[src/rtl/storage_write_arbiter_if.sv]
// -----------------------------------------------------------------------------
// storage_write_arbiter_if
// Bundles the requester-facing and storage-facing signals of the shared
// storage write arbiter.
//   req       : per-requester write request (level, held until ack)
//   req_data  : packed requester data, requester i at [i*WIDTH +: WIDTH]
//   ack       : one-cycle completion pulse to the winning requester
//   origin    : data presented to the storage register input
//   set       : one-cycle storage capture strobe
//   busy      : arbiter is mid-transaction
//   grant_id  : index of the current or last granted requester
//   wr_count  : completed write count, wraps at 256
// Modports: master = requester/storage side, slave = arbiter.
// -----------------------------------------------------------------------------
interface storage_write_arbiter_if #(
    parameter int N_REQ = 4,
    parameter int WIDTH = 4
);
    localparam int GW = (N_REQ > 1) ? $clog2(N_REQ) : 1;

    logic [N_REQ-1:0]       req;
    logic [N_REQ*WIDTH-1:0] req_data;
    logic [N_REQ-1:0]       ack;
    logic [WIDTH-1:0]       origin;
    logic                   set;
    logic                   busy;
    logic [GW-1:0]          grant_id;
    logic [7:0]             wr_count;

    modport master (
        output req, req_data,
        input  ack, origin, set, busy, grant_id, wr_count
    );

    modport slave (
        input  req, req_data,
        output ack, origin, set, busy, grant_id, wr_count
    );
endinterface

[src/rtl/storage_write_arbiter.sv]
// -----------------------------------------------------------------------------
// storage_write_arbiter
// Shares one set-strobed storage register among N_REQ requesters. A winner is
// picked in IDLE, its data latched onto origin, held for SETUP_CYCLES, then a
// single-cycle set strobe is fired, followed by a single-cycle ack.
// Ports:
//   clk : system clock, rising edge
//   rst : synchronous active-high reset
//   bus : storage_write_arbiter_if.slave (req, req_data in; ack, origin,
//         set, busy, grant_id, wr_count out)
// Build option:
//   STORAGE_ARB_FIXED_PRIO_EN : lowest index always wins (no RR pointer).
//   Undefined (default)       : round-robin starting after the last winner.
// -----------------------------------------------------------------------------
module storage_write_arbiter #(
    parameter int N_REQ        = 4,
    parameter int WIDTH        = 4,
    parameter int SETUP_CYCLES = 1
) (
    input  logic                  clk,
    input  logic                  rst,
    storage_write_arbiter_if.slave bus
);
    localparam int GW = (N_REQ > 1) ? $clog2(N_REQ) : 1;

    typedef enum logic [1:0] {
        IDLE   = 2'd0,
        SETUP  = 2'd1,
        STROBE = 2'd2,
        ACK    = 2'd3
    } state_t;

    state_t           state, state_next;
    logic [GW-1:0]    grant_q, grant_next;
    logic [WIDTH-1:0] origin_q, origin_next;
    logic [2:0]       cnt_q, cnt_next;
    logic [7:0]       wr_q, wr_next;
    logic [GW-1:0]    win_id;
    logic             win_vld;
`ifndef STORAGE_ARB_FIXED_PRIO_EN
    logic [GW-1:0]    ptr_q, ptr_next;
`endif

    // Winner search: first asserted request scanning upward from the start
    // index, wrapping past N_REQ-1 back to 0.
    always_comb begin
        int idx;
        idx     = 0;
        win_id  = '0;
        win_vld = 1'b0;
        for (int i = 0; i < N_REQ; i++) begin
`ifdef STORAGE_ARB_FIXED_PRIO_EN
            idx = i;
`else
            idx = int'(ptr_q) + i;
            if (idx >= N_REQ) idx = idx - N_REQ;
`endif
            if (!win_vld && bus.req[idx]) begin
                win_vld = 1'b1;
                win_id  = GW'(idx);
            end
        end
    end

    always_comb begin
        state_next  = state;
        grant_next  = grant_q;
        origin_next = origin_q;
        cnt_next    = cnt_q;
        wr_next     = wr_q;
`ifndef STORAGE_ARB_FIXED_PRIO_EN
        ptr_next    = ptr_q;
`endif
        case (state)
            IDLE: begin
                if (win_vld) begin
                    grant_next  = win_id;
                    origin_next = bus.req_data[int'(win_id)*WIDTH +: WIDTH];
                    cnt_next    = 3'(SETUP_CYCLES);
                    state_next  = SETUP;
                end
            end
            SETUP: begin
                // Dwell ends on the cycle the counter would reach zero.
                cnt_next = cnt_q - 3'd1;
                if (cnt_q == 3'd1) state_next = STROBE;
            end
            STROBE: begin
                // Count the write as the strobe completes so it is visible with ack.
                wr_next    = wr_q + 8'd1;
                state_next = ACK;
            end
            ACK: begin
`ifndef STORAGE_ARB_FIXED_PRIO_EN
                ptr_next = (grant_q == GW'(N_REQ - 1)) ? '0 : grant_q + GW'(1);
`endif
                state_next = IDLE;
            end
            default: state_next = IDLE;
        endcase
    end

    always_ff @(posedge clk) begin
        if (rst) begin
            state    <= IDLE;
            grant_q  <= '0;
            origin_q <= '0;
            cnt_q    <= '0;
            wr_q     <= '0;
`ifndef STORAGE_ARB_FIXED_PRIO_EN
            ptr_q    <= '0;
`endif
        end else begin
            state    <= state_next;
            grant_q  <= grant_next;
            origin_q <= origin_next;
            cnt_q    <= cnt_next;
            wr_q     <= wr_next;
`ifndef STORAGE_ARB_FIXED_PRIO_EN
            ptr_q    <= ptr_next;
`endif
        end
    end

    // Strobe and ack decode straight from the state register, so reset
    // forces both low on the same edge that returns the FSM to IDLE.
    assign bus.set      = (state == STROBE);
    assign bus.ack      = (state == ACK) ? (N_REQ'(1) << grant_q) : '0;
    assign bus.busy     = (state != IDLE);
    assign bus.origin   = origin_q;
    assign bus.grant_id = grant_q;
    assign bus.wr_count = wr_q;
endmodule
[src/flat_wrapper.sv]
// flat-port wrapper written by rule: the top's interface ports become plain ports
module storage_write_arbiter_flat 
#(
    parameter int N_REQ        = 4,
    parameter int WIDTH        = 4,
    parameter int SETUP_CYCLES = 1
)
  (clk, rst, bus_req, bus_req_data, bus_ack, bus_origin, bus_set, bus_busy, bus_grant_id, bus_wr_count);
  storage_write_arbiter_if #(.N_REQ(N_REQ), .WIDTH(WIDTH)) bus_i ();
  input  logic clk;
  input  logic rst;
  input wire logic [$bits(bus_i.req)-1:0] bus_req;
  input wire logic [$bits(bus_i.req_data)-1:0] bus_req_data;
  output wire logic [$bits(bus_i.ack)-1:0] bus_ack;
  output wire logic [$bits(bus_i.origin)-1:0] bus_origin;
  output wire logic [$bits(bus_i.set)-1:0] bus_set;
  output wire logic [$bits(bus_i.busy)-1:0] bus_busy;
  output wire logic [$bits(bus_i.grant_id)-1:0] bus_grant_id;
  output wire logic [$bits(bus_i.wr_count)-1:0] bus_wr_count;
  assign bus_i.req = bus_req;
  assign bus_i.req_data = bus_req_data;
  assign bus_ack = bus_i.ack;
  assign bus_origin = bus_i.origin;
  assign bus_set = bus_i.set;
  assign bus_busy = bus_i.busy;
  assign bus_grant_id = bus_i.grant_id;
  assign bus_wr_count = bus_i.wr_count;
  storage_write_arbiter #(.N_REQ(N_REQ), .WIDTH(WIDTH), .SETUP_CYCLES(SETUP_CYCLES)) u_core (.clk(clk), .rst(rst), .bus(bus_i));
endmodule
[config.mk]
export PLATFORM = sky130hd
export DESIGN_NAME = storage_write_arbiter_flat
export DESIGN_NICKNAME = d
export VERILOG_FILES = /design/src/rtl/storage_write_arbiter_if.sv /design/src/rtl/storage_write_arbiter.sv /design/src/flat_wrapper.sv
export SDC_FILE = /design/constraint.sdc
export NUM_CORES = 1
export LEC_CHECK = 0
export BUFFER_PORTS_ARGS = -buffer_cell sky130_fd_sc_hd__buf_2
export CAP_MARGIN = 20
export CORE_MARGIN = 2
export CORE_UTILIZATION = 49
export CTS_CLUSTER_DIAMETER = 60
export DETAILED_ROUTE_END_ITERATION = 10
export PLACE_DENSITY_LB_ADDON = 0.2
export SETUP_SLACK_MARGIN = 0.2
export SYNTH_ARGS = -nofsm -noshare
export SYNTH_HDL_FRONTEND = slang
export SYNTH_SLANG_ARGS = --single-unit
[constraint.sdc]
create_clock -name clk -period 1.6 [get_ports clk]
set_input_delay 0.48 -clock clk [delete_from_list [all_inputs] [get_ports clk]]
set_output_delay 0.48 -clock clk [all_outputs]
set_load 0.01 [all_outputs]
# ---- Word-level counts from Yosys, hierarchy flattened
# Index checks and enable logic that the tools add are counted.
dict set report totals {
  in_bits 22
  reg_bits 21
  elab_cells 76
  output_inout_bits 20
}
dict set report classes {
  mux 31
  n_reduce_logical 12
  addsub 10
  magnitude_cmp 8
  shift 2
  n_eq_ne 7
}
# cell n
set ops {}
lappend ops {{$lt 32x4->1 const B} 4}
lappend ops {{$mux 32} 4}
lappend ops {{$ge 32x4->1 const B} 3}
lappend ops {{$sub 32x4->32 const B} 3}
lappend ops {{$shiftx 16x5->4} 1}
lappend ops {{$mux 2} 7}
lappend ops {{$mux 1} 12}
lappend ops {{$add 8x1->8 const B} 1}
lappend ops {{$bmux 1 s2} 4}
lappend ops {{$pmux 2 s4} 1}
lappend ops {{$add 2x2->3 const B} 2}
lappend ops {{$eq 2x2->1 const B} 3}
lappend ops {{$pmux 3 s2} 1}
lappend ops {{$reduce_and 2->1} 3}
lappend ops {{$mux 4} 1}
lappend ops {{$ne 2x1->1 const B} 2}
lappend ops {{$reduce_bool 2->1} 2}
lappend ops {{$shl 1x2->4 const A} 1}
lappend ops {{$sub 2x3->4 const B} 1}
lappend ops {{$add 2x1->3 const B} 1}
lappend ops {{$eq 3x1->1 const B} 1}
lappend ops {{$ge 2x3->1 const B} 1}
lappend ops {{$logic_and 1x1->1} 3}
lappend ops {{$logic_not 1->1} 3}
lappend ops {{5 further kinds} 5}

# ---- Longest topological paths before layout
dict set report logic_depth {
  depth_word 17
  mapped_depth 7
  depth_no_buf 6
}

# ---- Worst setup path before layout
# OpenSTA, ideal clock, no wires.
dict set report synth_path {
  kind {reg-to-reg}
  from {reg u_core.state[0]}
  to {reg u_core.wr_q[5], in the netlist u_core.bus.wr_count[5]}
  arrival_time_ns 1.447
  path_stages_with_launch 7
  path_slack_ns 0.083
  synth_period_minus_slack_ns 1.517
  setup_ns 0.070
  n_path_buf 1
  path_cell_list {dfxtp_1 inv_1 ha_1 buf_2 nand4_1 or3_1 a21oi_1}
}
dict set report synth_between {
  elab_chain_cells 1
}
# item line_no
set synth_rtl {}
lappend synth_rtl {{from (decl)} storage_write_arbiter.sv:33} ;# state_t state, state_next;
lappend synth_rtl {{from (signal assigned)} storage_write_arbiter.sv:114} ;# state <= state_next;
lappend synth_rtl {{$eq 2x2->1} n/a}
lappend synth_rtl {{net bus_set} flat_wrapper.sv:16} ;# output wire logic [$bits(bus_i.set)-1:0] bus_set;
lappend synth_rtl {{to (signal assigned)} storage_write_arbiter.sv:118} ;# wr_q <= wr_next;
lappend synth_rtl {{to (decl)} storage_write_arbiter.sv:37} ;# logic [7:0] wr_q, wr_next;
# The timed path passes the listed nets, and every way through them passes these cells.
# A chain may end at the register's enable or synchronous reset.

# ---- Worst setup path after layout
dict set report layout_path {
  from {reg u_core.grant_q[0], in the netlist u_core.bus.grant_id[0]}
  to {out bus_ack[3]}
}
dict set report layout_between {
  elab_chain_cells 2
}
# item line_no
set layout_rtl {}
lappend layout_rtl {{from (decl)} storage_write_arbiter.sv:34} ;# logic [GW-1:0] grant_q, grant_next;
lappend layout_rtl {{from (signal assigned)} storage_write_arbiter.sv:115} ;# grant_q <= grant_next;
lappend layout_rtl {{$shl 1x2->4} storage_write_arbiter.sv:128} ;# assign bus.ack = (state == ACK) ? (N_REQ'(1) << grant_q) : '0;
lappend layout_rtl {{$mux 4} storage_write_arbiter.sv:128}
lappend layout_rtl {{to (decl)} flat_wrapper.sv:14} ;# output wire logic [$bits(bus_i.ack)-1:0] bus_ack;
# Every way passes these cells.

==> summary.md <==
| Metric | Value |
|---|---|
| Outcome | finished, violations left |
| Violated checks | setup timing |
| Largest net degree at the start of global routing | 14 |
| Slew headroom | 0.7582 |
| Worst Path Buf+Inv | 1 |
| Post-DP Area | 0.001500 sq mm |
| CP top delay family | flip-flops |
| First-pass GRT wire length | 4636 um |
| Largest family of logic cells by synthesized area | simple AND/OR/NAND/NOR gates |
| Post-Synth XOR/XNOR Area | 0.03561 |
| Setup TNS | -0.2286 ns |
| Drt wl/cell | 14.66 um |
| Share of layout cells above drive strength 1 | 0.5469 |
| Synth Area in Adders | 0.1221 |
| H-tree Lvls | 1 |
| Final Critical Period | 1.674 ns |
| Post-synth EDFFs | 0 |
| Worst Path Required | 1.12 ns |
| Fin crit share | 1.046 |
| Final WL | 3254 um |
| Fillers | 183 |
| Vias | 1171 |
| Antenna-violating nets left | 0 |
| Gate Count Post-Synth | 134 |
| Clk Tree Root Cell | clkbuf_4 |
| Initial drt markers | 14 |
| Die height | 54.10 um |
| Cell area after layout | 0.001867 sq mm |
| Maxcap violations | 0 |
| Async SR Flop Fraction | 0 |
| ANT cells | 0 |
| TritonCTS clock tree | done |
| Clock sink count | 21 |
| Gr usage total | 0.2244 |
| Port Buffers | 41 |
| DP Cell Count | 205 |
| CTS hold repair buffers | 0 |
| LEAKAGE | 0.8048 nW |
| Critical Path Max Stage Delay | 0.40 ns |
| Mapped Area | 0.001230 sq mm |
| Critical Path Sink Type | primary output |
| Synth Register Bits | 21 |
| Initial core utilization | 0.5057 |
| CTS clk-pin slew, worst paths | 0.12 ns |
| Initial antenna violation count | 0 |
| Ys flop type | dfxtp_1 |
| Cell with the most instances after synthesis | dfxtp_1 |
| Min-Delay Path Class | input port to flip-flop |
| Synth Area in Simple Gates | 0.1943 |
| Clock Latency Late Sink | 0.32 ns |
| Layout Nets | 227 |
| Critical Path Start Type | flip-flop |
| CP arrival | 1.19 ns |
| Max Fclk | 597.4 MHz |
| Mux share of post-synthesis cell area | 0.1139 |
| Drt via density | 5.275 |
| I/O pins | 42 |
| First-pass DRT Iterations | 4 |
| Vias in the first global route | 1123 |
| Synth top cells by count | 21 x dfxtp_1, 18 x nor2_1, 14 x mux2i_1 |
| Synth area leaders | dfxtp_1 34%, ha_1 12%, mux2i_1 11%, nor2_1 5.5%, o221ai_1 2.8% |
| RSZ-0062 raised after global routing | yes |
| Core footprint | 0.002432 sq mm |
| Final Hold Fails | 0 |
| Non-Filler Instances | 222 |
| Site Rows | 18 |
| Sequential area share after synthesis | 0.3418 |
| HPWL Detailed | 2031 um |
| Die Area | 0.002927 sq mm |
| Worst clock skew | 0.002577 ns |
| Chip Width | 54.10 um |
| Num CTS Buffers | 3 |
| Min Hold Slack | 0.4377 ns |
| Maximum vdd drop | 0.0008135 V |
| Mapped Nets | 168 |
| Max-slew violations | 0 |
| Setup Viol. Count Final | 4 |
| Pin slew with the least headroom to its limit | 0.3627 ns |
| Crit path max fanout | 6 |
| Power per Cell Area | 1233 mW/mm^2 |
| Crit-path slowest cell | dfxtp_4 |
| Synth Warn # | 0 |
| Cell chain of the critical path | ha_2, and2_1, buf_2 |
| Routability congestion estimate from global placement | 0.6939 |
| Avg Cell Area, Syn | 9.179 sq um |
| Max Root-Sink Buffers | 2 |
| Multi-input logic area | 929.6 sq um |
| Register Area | 442.9 sq um |
| Yosys cell types | 31 |
| Area delta synth->final | 51.78% |
| Compound-Gate Fraction of Synth Area | 0.1394 |
| Remaining Overflow, GRT | 0 |
| Dpl ws | -0.06809 ns |
| Kind of critical path | flip-flop to primary output |
| DR DRC count | 0 |
| Yosys top cell area share | 0.3418 |
| Final setup margin | -0.07386 ns |
| Synth area leader | dfxtp_1 |
flip-flops by register name, summed over array words and instances, names as in the netlist:
register	flops
u_core.state	2
u_core.bus.wr_count	8
u_core.bus.origin	4
u_core.bus.grant_id	2
u_core.cnt_q	3
u_core.ptr_q	2
per-layer routing:
layer	vias up	GRT usage	part of all wire
met2	30	0.3882	0.52
met4	0	0.1583	0.030
li1	579	-	-
met3	7	0.04167	0.043
met1	555	0.2445	0.41
met5	-	0	0
worst paths after layout:
path                     startpoint                endpoint  slack [ns]  cells past startpoint
max          u_core.bus.grant_id[0]              bus_ack[3]       -0.07                      3
min reg2reg         u_core.cnt_q[2]         u_core.cnt_q[2]        0.51                      2
max reg2reg         u_core.ptr_q[1]    u_core.bus.origin[2]        0.10                      6
min                             rst  u_core.bus.grant_id[0]        0.44                      2
power by group:
group / internal, W / switching, W / leakage, nW
Clock: 0.0000937 / 0.000179 / 0.0177
Sequential: 0.000650 / 0.000116 / 0.176
Combinational: 0.000666 / 0.000597 / 0.611
Total: 0.00141 / 0.000893 / 0.805
cells by family (layout without fill, tap and decap cells):
group,Yosys count,count (layout)
AO/OA/AOI/OAI,22,23
XOR/XNOR,5,5
adder cells (fa/ha/maj),12,12
buffers and inverters,14,71
flip-flops,21,21
multiplexers,14,14
AND/OR/NAND/NOR,46,46
cell usage in the layout (no fill, tap or decap), types with 4 or more instances in the layout:
cell type  instances
buf_2             35
nor2_1            18
buf_4             13
dfxtp_1           13
mux2i_1           12
buf_6             10
nand2_1            6
ha_4               5
ha_1               5
dfxtp_4            5
inv_4              4
inv_1              4
xor2_1             4
nand3b_1           4
o221ai_2           4
area by class of cell:
cell class | instances | area share
Tap cell | 30 | 0.02011
Inverter | 9 | 0.02346
Clock buffer | 3 | 0.01206
Sequential cell | 21 | 0.2373
Multi-Input combinational cell | 100 | 0.4980
Timing Repair Buffer | 58 | 0.2064
Clock inverter | 1 | 0.002681
worst reg2reg max path: stages (launching register included):
cell	delay, ns
dfxtp_4	0.38
buf_6	0.12
a21oi_4	0.14
o21ai_4	0.09
o2bb2a_4	0.26
mux2i_2	0.27
o221ai_2	0.13
what timing repair did:
item                                    in CTS  in global routing
endpoints found under the setup margin      19                 20
endpoints found under the hold margin        0                  0
resized for setup                           37                 28
pin swaps                                   15                 17
cloned                                       1                  0
setup buffers                                6                  6
through the flow:
stage	total power (W)	utilization
final	0.002302	0.7675
after global routing	0.002467	0.7675
after CTS	0.002068	0.7104
after detailed placement	0.001578	0.6168
after global placement	0.001539	0.6168
after floorplan	0.001342	-
Note: power is estimated with default switching activity, not from simulation.
